`src/rtl/csync_vsync_extract.sv`:
```
// Recovers a clean active-low vsync from raw composite sync by classifying low-pulse widths.
// Also reports sync pulses per field and a loss-of-sync flag.
module csync_vsync_extract #(
  parameter int unsigned CLK_FREQ    = 2_000_000,
  parameter int unsigned FILTER_LEN  = 3,
  parameter int unsigned BROAD_US    = 15,
  parameter int unsigned BROAD_COUNT = 3,
  parameter int unsigned TIMEOUT_US  = 200
) (
  input  logic        clk_in,
  input  logic        rst_n_in,
  input  logic        csync_in,
  output logic        vsync_out,
  output logic [11:0] pulse_count_out,
  output logic        pulse_count_valid,
  output logic        sync_lost
);

  localparam int unsigned CLKS_PER_US  = CLK_FREQ / 1_000_000;
  localparam int unsigned BROAD_CLKS   = CLKS_PER_US * BROAD_US;
  localparam int unsigned TIMEOUT_CLKS = CLKS_PER_US * TIMEOUT_US;
  localparam int unsigned FILT_W       = 4;
  localparam int unsigned WIDTH_W      = 16;
  localparam int unsigned PCNT_W       = 12;
  localparam int unsigned BCNT_W       = 3;
  localparam int unsigned TMO_W        = $clog2(TIMEOUT_CLKS + 1);

  typedef enum logic [1:0] {
    ST_LOST  = 2'd0,
    ST_LINES = 2'd1,
    ST_VSYNC = 2'd2
  } state_t;

  logic [1:0]         sync_q;
  logic               filt_q;
  logic               filt_d_q;
  logic [FILT_W-1:0]  filt_cnt_q;
  logic [WIDTH_W-1:0] width_q;
  logic [TMO_W-1:0]   tmo_q;

  state_t             state_q, state_d;
  logic [PCNT_W-1:0]  pulse_cnt_q, pulse_cnt_d;
  logic [BCNT_W-1:0]  broad_cnt_q, broad_cnt_d;
  logic               first_field_q, first_field_d;
  logic               vsync_d;
  logic [PCNT_W-1:0]  pcount_d;
  logic               valid_d;
  logic               lost_d;

  logic fall_c, rise_c, broad_c, narrow_c, timeout_c;

  assign fall_c    = filt_d_q & ~filt_q;
  assign rise_c    = ~filt_d_q & filt_q;
  assign broad_c   = rise_c && (width_q >= WIDTH_W'(BROAD_CLKS));
  assign narrow_c  = rise_c && (width_q < WIDTH_W'(BROAD_CLKS));
  assign timeout_c = (tmo_q == TMO_W'(TIMEOUT_CLKS));

  // Synchronizer and glitch filter: level flips only after FILTER_LEN agreeing samples
  always_ff @(posedge clk_in or negedge rst_n_in) begin
    if (!rst_n_in) begin
      sync_q     <= 2'b11;
      filt_q     <= 1'b1;
      filt_d_q   <= 1'b1;
      filt_cnt_q <= '0;
    end else begin
      sync_q   <= {sync_q[0], csync_in};
      filt_d_q <= filt_q;
      if (sync_q[1] == filt_q) begin
        filt_cnt_q <= '0;
      end else if (filt_cnt_q == FILT_W'(FILTER_LEN - 1)) begin
        filt_q     <= sync_q[1];
        filt_cnt_q <= '0;
      end else begin
        filt_cnt_q <= filt_cnt_q + FILT_W'(1);
      end
    end
  end

  // Low-pulse width (in filtered low cycles) and time since the last falling edge
  always_ff @(posedge clk_in or negedge rst_n_in) begin
    if (!rst_n_in) begin
      width_q <= '0;
      tmo_q   <= '0;
    end else begin
      if (fall_c) begin
        width_q <= WIDTH_W'(1);
      end else if (!filt_q && (width_q != '1)) begin
        width_q <= width_q + WIDTH_W'(1);
      end
      if (fall_c) begin
        tmo_q <= '0;
      end else if (!timeout_c) begin
        tmo_q <= tmo_q + TMO_W'(1);
      end
    end
  end

  // FSM state and registered outputs
  always_ff @(posedge clk_in or negedge rst_n_in) begin
    if (!rst_n_in) begin
      state_q           <= ST_LOST;
      pulse_cnt_q       <= '0;
      broad_cnt_q       <= '0;
      first_field_q     <= 1'b0;
      vsync_out         <= 1'b1;
      pulse_count_out   <= '0;
      pulse_count_valid <= 1'b0;
      sync_lost         <= 1'b1;
    end else begin
      state_q           <= state_d;
      pulse_cnt_q       <= pulse_cnt_d;
      broad_cnt_q       <= broad_cnt_d;
      first_field_q     <= first_field_d;
      vsync_out         <= vsync_d;
      pulse_count_out   <= pcount_d;
      pulse_count_valid <= valid_d;
      sync_lost         <= lost_d;
    end
  end

  // Next state, counters and outputs; timeout overrides every classification
  always_comb begin
    state_d       = state_q;
    pulse_cnt_d   = pulse_cnt_q;
    broad_cnt_d   = broad_cnt_q;
    first_field_d = first_field_q;
    vsync_d       = vsync_out;
    pcount_d      = pulse_count_out;
    valid_d       = 1'b0;
    lost_d        = sync_lost;

    if (fall_c && (pulse_cnt_q != '1)) begin
      pulse_cnt_d = pulse_cnt_q + PCNT_W'(1);
    end
    if (broad_c && (broad_cnt_q != BCNT_W'(BROAD_COUNT))) begin
      broad_cnt_d = broad_cnt_q + BCNT_W'(1);
    end else if (narrow_c) begin
      broad_cnt_d = '0;
    end

    if ((state_q != ST_LOST) && timeout_c) begin
      state_d     = ST_LOST;
      vsync_d     = 1'b1;
      lost_d      = 1'b1;
      pulse_cnt_d = '0;
      broad_cnt_d = '0;
    end else begin
      case (state_q)
        ST_LOST: begin
          pulse_cnt_d = '0;
          broad_cnt_d = '0;
          vsync_d     = 1'b1;
          lost_d      = 1'b1;
          if (fall_c) begin
            state_d       = ST_LINES;
            lost_d        = 1'b0;
            first_field_d = 1'b1;
          end
        end
        ST_LINES: begin
          if (broad_c && (broad_cnt_d == BCNT_W'(BROAD_COUNT))) begin
            state_d       = ST_VSYNC;
            vsync_d       = 1'b0;
            pcount_d      = pulse_cnt_q;
            valid_d       = ~first_field_q;
            first_field_d = 1'b0;
            // An edge coinciding with the load belongs to the new field
            pulse_cnt_d   = fall_c ? PCNT_W'(1) : '0;
          end
        end
        ST_VSYNC: begin
          if (narrow_c) begin
            state_d = ST_LINES;
            vsync_d = 1'b1;
          end
        end
        default: begin
          state_d = ST_LOST;
        end
      endcase
    end
  end

endmodule

```
`config.mk`:
```
export PLATFORM = sky130hd
export DESIGN_NAME = csync_vsync_extract
export DESIGN_NICKNAME = d
export VERILOG_FILES = /design/src/rtl/csync_vsync_extract.sv
export SDC_FILE = /design/constraint.sdc
export NUM_CORES = 1
export LEC_CHECK = 0
export CAP_MARGIN = 0
export CORE_MARGIN = 1
export CORE_UTILIZATION = 53
export DETAILED_ROUTE_END_ITERATION = 8
export PLACE_DENSITY = 0.72
export SLEW_MARGIN = 5
export SYNTH_ARGS = -nofsm -noshare
export SYNTH_HDL_FRONTEND = slang
export SYNTH_SLANG_ARGS = --single-unit
```
`constraint.sdc`:
```
create_clock -name clk_in -period 2.7 [get_ports clk_in]
set_input_delay 0.54 -clock clk_in [delete_from_list [all_inputs] [get_ports clk_in]]
set_output_delay 0.54 -clock clk_in [all_outputs]
set_load 0.005 [all_outputs]
```
## Word-level counts from Yosys, hierarchy flattened

Index checks and enable logic that the tools add are counted.
W data, S select, Z words.

| storage, ports and cells | value |
|---|---|
| flip-flop bits (word level) | 66 |
| input bits | 3 |
| output and inout bits | 15 |
| word-level logic and storage cells | 94 |

| cells by class | value |
|---|---|
| add/sub/neg operators | 5 |
| $lt $le $gt $ge | 2 |
| eq/ne operators | 15 |
| mux-type cells | 32 |
| bitwise operators | 7 |
| reduce and logical (&&, ||, !) cells | 19 |

Operators by type and width:

| cell | number |
|---|---|
| $mux W12 | 3 |
| $mux W16 | 2 |
| $pmux W12 S2 | 1 |
| $mux W9 | 2 |
| $add A16 B1 Y16 const B | 1 |
| $ge A16 B5 Y1 const B | 1 |
| $lt A16 B5 Y1 const B | 1 |
| $ne A16 B16 Y1 const B | 1 |
| $add A12 B1 Y12 const B | 1 |
| $mux W3 | 4 |
| $ne A12 B12 Y1 const B | 1 |
| $mux W1 | 11 |
| $add A9 B1 Y9 const B | 1 |
| $eq A9 B9 Y1 const B | 1 |
| $ne A3 B3 Y1 const B | 3 |
| $reduce_and A3 Y1 | 3 |
| $mux W2 | 4 |
| $mux W4 | 2 |
| $reduce_bool A2 Y1 | 4 |
| $logic_and A1 B1 Y1 | 7 |
| $ne A2 B2 Y1 const B | 3 |
| $pmux W2 S3 | 1 |
| $not A1 Y1 | 5 |
| $add A4 B1 Y4 const B | 1 |
| 15 further kinds | 16 |

## Logic depth before layout (Yosys ltp)

Gate-level depths: netlist of run 1.

| depth | value |
|---|---|
| depth in word-level cells | 10 |
| mapped depth | 8 |
| gate-level depth less buffers | 7 |

## Worst setup path after synthesis of run 1

Ideal clock, no wire load.

| timing | value |
|---|---|
| path kind | reg-to-reg |
| start | reg broad_cnt_q[0] |
| end | reg pulse_count_out[11] |
| setup time | 0.125 ns |
| arrival | 1.877 ns |
| required time | 2.575 ns |
| path slack | 0.698 ns |
| cell stages (with the launch flop) | 8 |
| path buffers | 1 |
| clock period less this slack | 2.002 ns |
| path through | dfrtp_1 > ha_1 > ha_1 > nor4bb_1 > o21a_2 > nand3_4 > buf_6 > mux2_4 |

| on the way | value |
|---|---|
| cells in the longest elaborated chain, start to end | 6 |
| elaborated cells between the ends (all ways) | 8 |
| classes of those cells | add/sub (1); eq/ne (2); mux (2); reduce/logical (3) |

RTL lines:

| element | line | text |
|---|---|---|
| start, declared | 43 | `logic [BCNT_W-1:0] broad_cnt_q, broad_cnt_d;` |
| start signal, assigned | 112 | `broad_cnt_q <= broad_cnt_d;` |
| branches (longest 2 deep; another with $add A3 B1 Y3) | - |  |
| $mux W3 * | 135 | `if (broad_c && (broad_cnt_q != BCNT_W'(BROAD_COUNT))) begin` |
| $eq A3 B2 Y1 * | 161 | `if (broad_c && (broad_cnt_d == BCNT_W'(BROAD_COUNT))) begin` |
| $logic_and A1 B1 Y1 * | 161 |  |
| $reduce_and A3 Y1 (no source line) * | - |  |
| end signal, assigned | 115 | `pulse_count_out <= pcount_d;` |
| end, declared | 14 | `output logic [11:0] pulse_count_out,` |

Every way passes the cells marked *.
A chain may end at the register's enable or synchronous reset.

## Worst setup path in the final report of run 1

| timing | value |
|---|---|
| start | reg broad_cnt_q[0] |
| end | reg pulse_count_out[8] |

The elaborated chain is that of the path after synthesis.

==> results of run 1 <==
routing by layer:
metal | global-route usage | up-vias
li1 | - | 1143
met1 | 0.3028 | 1073
met2 | 0.2814 | 26
met4 | 0.08750 | 0
met3 | 0.06477 | 6
met5 | 0 | -
flip-flops by register name, summed over array words and instances, names as in the netlist:
signal / count
first_field_q: 1
vsync_out: 1
filt_cnt_q: 4
pulse_count_valid: 1
tmo_q: 9
filt_d_q: 1
pulse_cnt_q: 12
width_q: 16
sync_lost: 1
filt_q: 1
pulse_count_out: 12
state_q: 2
sync_q: 2
broad_cnt_q: 3
through the flow:
step,utilization,power (uW),hold slack (ns),setup WS (ns)
5_1_grt,0.6261,2933,0.2348,0.3881
2_1_floorplan,-,1766,0.2444,0.6982
3_3_place_gp,0.5924,1933,0.3454,0.5765
3_5_place_dp,0.5924,1954,0.3472,0.5232
4_1_cts,0.6261,2772,0.2183,0.5254
6_report,0.6261,2749,0.2143,0.5216
worst max-delay path by stage:
stage / end / depth (start not counted) / slack, ns
2_1_floorplan: pulse_count_out[11]$_DFFE_PN0P_ / 7 / 0.70
3_3_place_gp: pulse_count_out[8]$_DFFE_PN0P_ / 6 / 0.58
3_5_place_dp: pulse_count_out[7]$_DFFE_PN0P_ / 6 / 0.52
4_1_cts: pulse_count_out[9]$_DFFE_PN0P_ / 6 / 0.53
5_1_grt: pulse_count_out[8]$_DFFE_PN0P_ / 6 / 0.39
6_report: pulse_count_out[8]$_DFFE_PN0P_ / 6 / 0.52
cell type report:
cell class / count / area [sq um]
Fill cell: 495 / 2227
Timing Repair Buffer: 20 / 200.2
Clock inverter: 3 / 21.27
Multi-Input combinational cell: 232 / 1541
Inverter: 9 / 33.78
Clock buffer: 13 / 178.9
Tap cell: 75 / 93.84
Sequential cell: 66 / 1659
kinds of logic after synthesis:
kind of cell             count (synthesis)
AO/OA/AOI/OAI                           39
XOR/XNOR                                28
adder cells (fa/ha/maj)                 12
buffers and inverters                   18
flip-flops                              66
multiplexers                            17
AND/OR/NAND/NOR                        136
placed cells by master, fill, tap and decap left out, types with 2 or more instances in the layout:
cell,instances
xnor2_1,10
clkdlybuf4s50_1,16
xor2_1,18
a21oi_1,14
nor3_1,9
or3_1,3
nand4_1,12
nand2_1,25
mux2_4,8
o211ai_1,2
a31oi_1,2
clkbuf_8,13
ha_1,12
nor2b_1,2
o22a_1,2
o21ai_0,9
nand3_1,14
inv_1,9
dfrtp_1,60
buf_4,2
nor4_1,4
nor2_1,49
and3_1,5
nand2b_1,4
dfstp_2,6
mux2_2,8
critical path, stage by stage (launching register included):
cell,delay (ns)
dfrtp_1,0.42
ha_1,0.23
ha_1,0.29
nor4bb_1,0.29
o21a_2,0.25
nand3_4,0.23
mux2_4,0.36
power by group:
part           switching [uW]  internal, uW  total, uW  leakage, uW
clock network             373           434        807     0.000102
logic                     405           257        661     0.000697
registers                 156          1120       1280     0.000880
==> results.md, run 1 <==
Outcome:
- The flow ran to the end, and the final reports show no timing, DRC or antenna violations.

Place:
- Detailed placement ended at an HPWL of 3925 um.
- Routability-driven placement finished with a final weighted congestion of 0.8282.
- The instance count after placement with tap cells included is 402.
- The number of buffers added on ports is 17.
- The placed cell area is 3528 sq um.

Setup path:
- The worst register-to-register path has a depth of 6.
- Data on the critical path arrives at its endpoint at 2.40 ns.
- The worst setup path is captured at a flip-flop.
- The end of the worst register-to-register path is pulse_count_out[8]$_DFFE_PN0P_.
- The data required time at the worst endpoint is 2.92 ns.
- The largest driver fanout on the critical path is 14.
- In this run the register-to-register setup slack is 0.52 ns.
- The kind of launch point of the worst setup path is a flip-flop.
- The worst register-to-register path begins at broad_cnt_q[0]$_DFF_PN0_.
- The critical path starts at broad_cnt_q[0]$_DFF_PN0_.
- The critical path in this run is classified as flip-flop to flip-flop.

Synthesis:
- The fraction of registers with async set/reset is 1.000.
- The adder and majority cell fraction of the synthesized area is 0.04580.
- The share of the synthesized area in compound gates (AO/OA/AOI/OAI) is 0.07557.
- Counting every net in the synthesized netlist gives 331.
- Sorting the synthesized cells by how often they occur yields 60 x dfrtp_1, 49 x nor2_1, 25 x nand2_1.
- The library cell with the highest instance count after synthesis is dfrtp_1.
- For this run, the register share of the synthesized area comes to 0.5061.
- The per-instance average area after synthesis is 10.37 sq um.
- The post-synthesis share of cell area spent on xor and xnor gates is 0.07481.
- The synthesized netlist contains 48 unique library cells.
- The main combinational cell family by area after synthesis is simple AND/OR/NAND/NOR gates.
- By area the synthesized netlist is led by dfrtp_1 46%, nor2_1 5.6%, dfstp_2 4.8%.
- The share of synthesized area in the top cell type comes to 0.4580.
- The post-synth design cell area is 3278 sq um.
- The most area-hungry cell type in the Yosys netlist is dfrtp_1.
- Of the post-synthesis cell area, the part taken by muxes is 0.06718.
- The synthesized design contains 0 enable-type register cells.
- The number of warning messages in the yosys log is 0.
- The most used flip-flop cell after synthesis is dfrtp_1.
- The simple-gate share of the synthesized area is 0.2069.
- The synthesis-stage register bit count is 66.
- The synthesized instance count is 316.

Route:
- The topmost layer with routed signal wires is met4.
- The total detailed-routing wirelength is 5842 um.
- Wire segments on met3 add up to 148 um in the final route.
- The number of detailed-routing iterations run before antenna repair is 4.
- The first-iteration detailed-routing DRC count is 172.
- In the routed layout, each cell is associated on average with a via count of 5.378.
- After detailed routing, the wire length on met1 is 3155 um.
- The post-route DRC violation count is 0.
- The routed length on met2 is 2486 um.
- The routed via count is 2248.
- In the final routed layout, each cell accounts on average for 13.98 um.
- Once detail routing completed, the nets flagged for antenna violations numbered 0.

Floorplan:
- The die covers 6504 sq um.
- The cell row count is 28.
- For this design the top-level I/O count stands at 18.
- The standard cell core area is 5956 sq um.
- The initial utilization of the core area, before any placement, comes to 0.5504.
- The die is 80.65 um tall.
- The floorplan die width is 80.65 um.

Clocking:
- The CTS root buffer is clkbuf_8.
- Buffers inserted to repair hold after CTS numbered 0.
- The CTS sink count is 66.
- The worst-case clock buffer depth is 2.
- The CTS tree is yes.
- The CTS H-tree depth is 3.
- After clock tree synthesis, the clock-pin slew on the worst setup and hold paths is 0.07 ns.
- The number of post-CTS setup repair buffers is 0.
- Counting the buffers created by CTS gives 9.
- The later pin in the worst-skew pair is clocked with a latency of 0.34 ns.
- The number of gates resized after CTS was 0.

STA:
- Setup repair after global routing left no endpoint under its margin.
- The number of hold-slack violations in the final timing report is 0.
- The number of max-slew violations in the final report was 0.
- The max-slew headroom at the worst pin is 0.5778.
- The highest achievable clock rate is 459.0 MHz.
- The transition at the pin with the smallest max-transition slack is 0.6275 ns.
- The minimum clock period after layout is 2.178 ns.
- The post-route fraction of the period consumed by the critical path is 0.8068.
- The maximum clock skew at final layout is 0.01182 ns.
- The count of final setup violators is 0.
- The aggregate negative setup slack is 0 ns.

Global route:
- The first global-routing pass estimated 10030 um of wire.
- Entering global routing, the biggest net connects 67 pins.
- The via count of the first global-routing pass was 2138.
- Summed over all layers, the global routing overflow is 0.
- The overall fraction of global-route tracks in use is 0.2076.
- The number of antenna violations at the first check in global routing came to 0.

Cells and area:
- The post-layout net count is 353.
- Of the cells placed in the final design, the portion with a size suffix greater than 1 is 0.1429.
- The number of antenna diodes in the final layout is 0.
- The synthesis-to-layout area growth is 13.74%.
- The final instance area is 3729 sq um.
- The post-layout instance count excluding filler cells is 418.

Hold path:
- The worst hold path class is input port to asynchronous set/reset pin.

Power:
- The static leakage is 0.001679 uW.
- The worst supply voltage drop on vdd is 437.0 uV.
- The total power divided by cell area is 737.2 nW/um^2.

Job:
- Max-cap violations in this run came to 0.
No activity file was read; power rests on OpenSTA's default activity.
==> inputs of run 2 (changes only) <==
==> constraint.sdc (replaced) <==
create_clock -name clk_in -period 2.2 [get_ports clk_in]
set_input_delay 0.44 -clock clk_in [delete_from_list [all_inputs] [get_ports clk_in]]
set_output_delay 0.44 -clock clk_in [all_outputs]
set_load 0.005 [all_outputs]
==> run 2 against run 1 <==
  * Register-to-register slack worse by 0.40 ns
  * Clock skew is 0.0047 ns lower
  * Clock power is 28% higher
  * Global-route usage is 0.46 points higher
  * Critical path depth stayed put
  * Critical path type unchanged
  * Largest power group unchanged
==> results.md, run 2 (same netlist as run 1, synthesis figures left out) <==
Global route:
- The wire length of the first global-routing pass was 10190 um (+1.6%).
- The met2 usage in global routing is 0.2983 (+0.01695).
- The largest net degree at the start of global routing was 48 (-28%).
- The met1 routing resource usage after global routing came to 0.2984 (-0.004419).
- The number of antenna violations at the first check in global routing is 0 (unchanged).
- The layer flagged by global routing as most heavily used is met1.
- The overall fraction of global-route tracks in use is 0.2123 (+0.004622).
- The global-route congestion overflow total is 0 (unchanged).
- The via count of the first global-routing pass was 2156 (+0.84%).
- The met3 track utilization from global routing is 0.07500 (+0.01023).

Route:
- The first-iteration detailed-routing DRC count came to 124 (-28%).
- The routed via count is 2323 (+3.3%).
- The number of detailed-routing iterations run before antenna repair was 4 (unchanged).
- The average detailed-routed wire length per instance is 13.96 um (-0.11%).
- The post-route antenna net violation count is 0 (unchanged).
- The via density per instance is 5.402 (+0.45%).
- The total detailed-routing wirelength is 6003 um (+2.8%).
- The post-route DRC violation count is 0 (unchanged).

Setup path:
- The worst reg-to-reg path cell count came to 6 (unchanged).
- The reg-to-reg setup timing slack is 0.12 ns (-0.40 ns).
- The worst setup path is of the flip-flop to flip-flop kind.
- The endpoint type of the worst setup path is a flip-flop.
- The data required time at the worst endpoint is 2.42 ns (-0.50 ns).
- The kind of launch point of the worst setup path is a flip-flop.
- The largest driver fanout on the critical path came to 7 (-7).
- The end of the worst register-to-register path is pulse_count_out[7]$_DFFE_PN0P_.
- The startpoint of the most critical register-to-register path is broad_cnt_q[0]$_DFF_PN0_.
- The critical path data arrival time is 2.30 ns (-0.10 ns).

Place:
- The placer congestion estimate was 0.8116 (-2.0%).
- The post-detailed-placement half-perimeter wirelength came to 4156 um (+5.9%).
- The number of buffers added on ports was 17 (unchanged).

Clocking:
- The CTS H-tree depth came to 3 (unchanged).
- The source-to-sink clock delay at the later pin of the worst-skew pair came to 0.34 ns (about the same).
- The worst-case clock buffer depth is 2 (unchanged).
- The count of hold-fix buffers inserted at cts came to 0 (unchanged).
- The number of buffers created by CTS is 9 (unchanged).
- The cell sitting at the root of the clock tree is a clkbuf_8.
- TritonCTS built the clock tree.
- The clock input transition at the sequential cells of the worst setup and hold paths is 0.07 ns (about the same).
- The CTS sink count is 66 (unchanged).

Cells and area:
- In the layout the commonest cells are 59 x dfrtp_1, 49 x nor2_1, 25 x nand2_1.
- Leaving out fill and tap cells, the most frequent cell in the layout is dfrtp_1.
- The share of cells above drive strength 1 was 0.1746 (+0.03179).
- The post-layout net count came to 365 (+3.4%).
- The number of flip-flops under the largest register name is 16 (unchanged).
- Compared with the post-synthesis result, the final layout area differs by 17.44%.
- The most flop-heavy register is width_q.
- The number of inserted diodes is 0 (unchanged).
- The largest registers in the layout are width_q: 16 flops, pulse_cnt_q: 12 flops, pulse_count_out: 12 flops.

STA:
- The number of hold-slack violations in the final timing report was 0 (unchanged).
- The transition at the pin with the smallest max-transition slack was 0.4772 ns (-0.1504 ns).
- The number of max-slew violations in the final report is 0 (unchanged).
- The maximum clock skew at final layout was 0.007125 ns (-0.004695 ns).
- The max-slew headroom at the worst pin is 0.6794 (+0.1017).
- The highest achievable clock rate is 481.0 MHz (+4.8%).
- The aggregate negative setup slack is 0 ns (unchanged).
- Setup repair after global routing left no endpoint under its margin.
- The worst hold slack is 0.04605 ns (-0.1683 ns).
- The minimum clock period after layout came to 2.079 ns (-0.09936 ns).
- The post-route fraction of the period consumed by the critical path is 0.9450 (+0.1382).
- The count of final setup violators is 0 (unchanged).

Power:
- The worst supply voltage drop on vdd is 547.7 uV (+25%).
- The total power divided by cell area was 909.2 nW/um^2 (+23%).
- The static leakage was 0.001734 uW (+3.2%).

Floorplan:
- The cell row count came to 28 (unchanged).
- The total die area is 6504 sq um (unchanged).
- The standard cell core area came to 5956 sq um (unchanged).
- The chip height is 80.65 um (unchanged).
- The floorplan die width is 80.65 um (unchanged).
- The effective utilization at floorplan is 0.5504 (unchanged).
- The top-level port count was 18 (unchanged).

Hold path:
- The worst hold path class is input port to asynchronous set/reset pin.

Outcome:
- The run finished with clean final reports.

Job:
- The number of maximum-capacitance violations is 0 (unchanged).
[run 2: cell types whose count changed in the layout (fill, tap and decap cells not counted), sizes merged]
cell / previous run / this run
clkinvlp: 1 / 2
nand3: 15 / 16
clkbuf: 13 / 12
bufinv: 0 / 1
buf: 4 / 15
clkinv: 2 / 1
[run 2: how the worst max path moves through the flow]
stage	cells past startpoint	end	from
after CTS	6	pulse_count_out[7]$_DFFE_PN0P_	broad_cnt_q[0]$_DFF_PN0_
after global placement	6	pulse_count_out[8]$_DFFE_PN0P_	broad_cnt_q[0]$_DFF_PN0_
final	6	pulse_count_out[7]$_DFFE_PN0P_	broad_cnt_q[0]$_DFF_PN0_
after global routing	6	pulse_count_out[6]$_DFFE_PN0P_	broad_cnt_q[0]$_DFF_PN0_
after detailed placement	6	pulse_count_out[7]$_DFFE_PN0P_	broad_cnt_q[0]$_DFF_PN0_
after floorplan	7	pulse_count_out[11]$_DFFE_PN0P_	broad_cnt_q[0]$_DFF_PN0_
[run 2: repair_timing]
item,4_1_cts,5_1_grt
setup endpoints to repair,0,25
gates resized for setup,0,4
setup buffers,0,1
[run 2: cell type report]
| cell class | count | area [sq um] |
|---|---|---|
| sequential | 66 | 1660 |
| inverter | 9 | 33.78 |
| multi-input combinational | 233 | 1574 |
| fill | 476 | 2106 |
| clock inverter | 4 | 50.05 |
| timing repair buffer | 31 | 282.8 |
| tap | 75 | 93.84 |
| clock buffer | 12 | 155.1 |
[run 2: stage by stage]
step                      instance area [sq um]  setup WS, ns  instances  power, uW  utilization
after detailed placement                   3603       0.04017        412       2475       0.6050
after CTS                                  3809       0.02485        428       3519       0.6395
after global placement                     3603       0.05765        412       2453       0.6050
final                                      3850        0.1209        430       3500       0.6464
after floorplan                            3278        0.1982        316       2168            -
after global routing                       3850       0.02333        430       3731       0.6464
[run 2: worst max-delay path, stage by stage, from the launching register on]
cell and delay, ns:
dfrtp_2 0.44, ha_1 0.21, ha_1 0.24, nor4bb_4 0.29, o21a_2 0.25, nand3_4 0.19
mux2_4 0.35
[run 2: metal layers]
layer,vias to the layer above,wire length (um)
li1,1171,-
met1,1090,3010
met2,53,2628
met3,9,278
met4,0,86
met5,-,0
[run 2: power breakdown]
group          total [uW]  internal, uW  switching [uW]
registers            1500          1380             126
clock network        1030           583             448
logic                 966           383             583
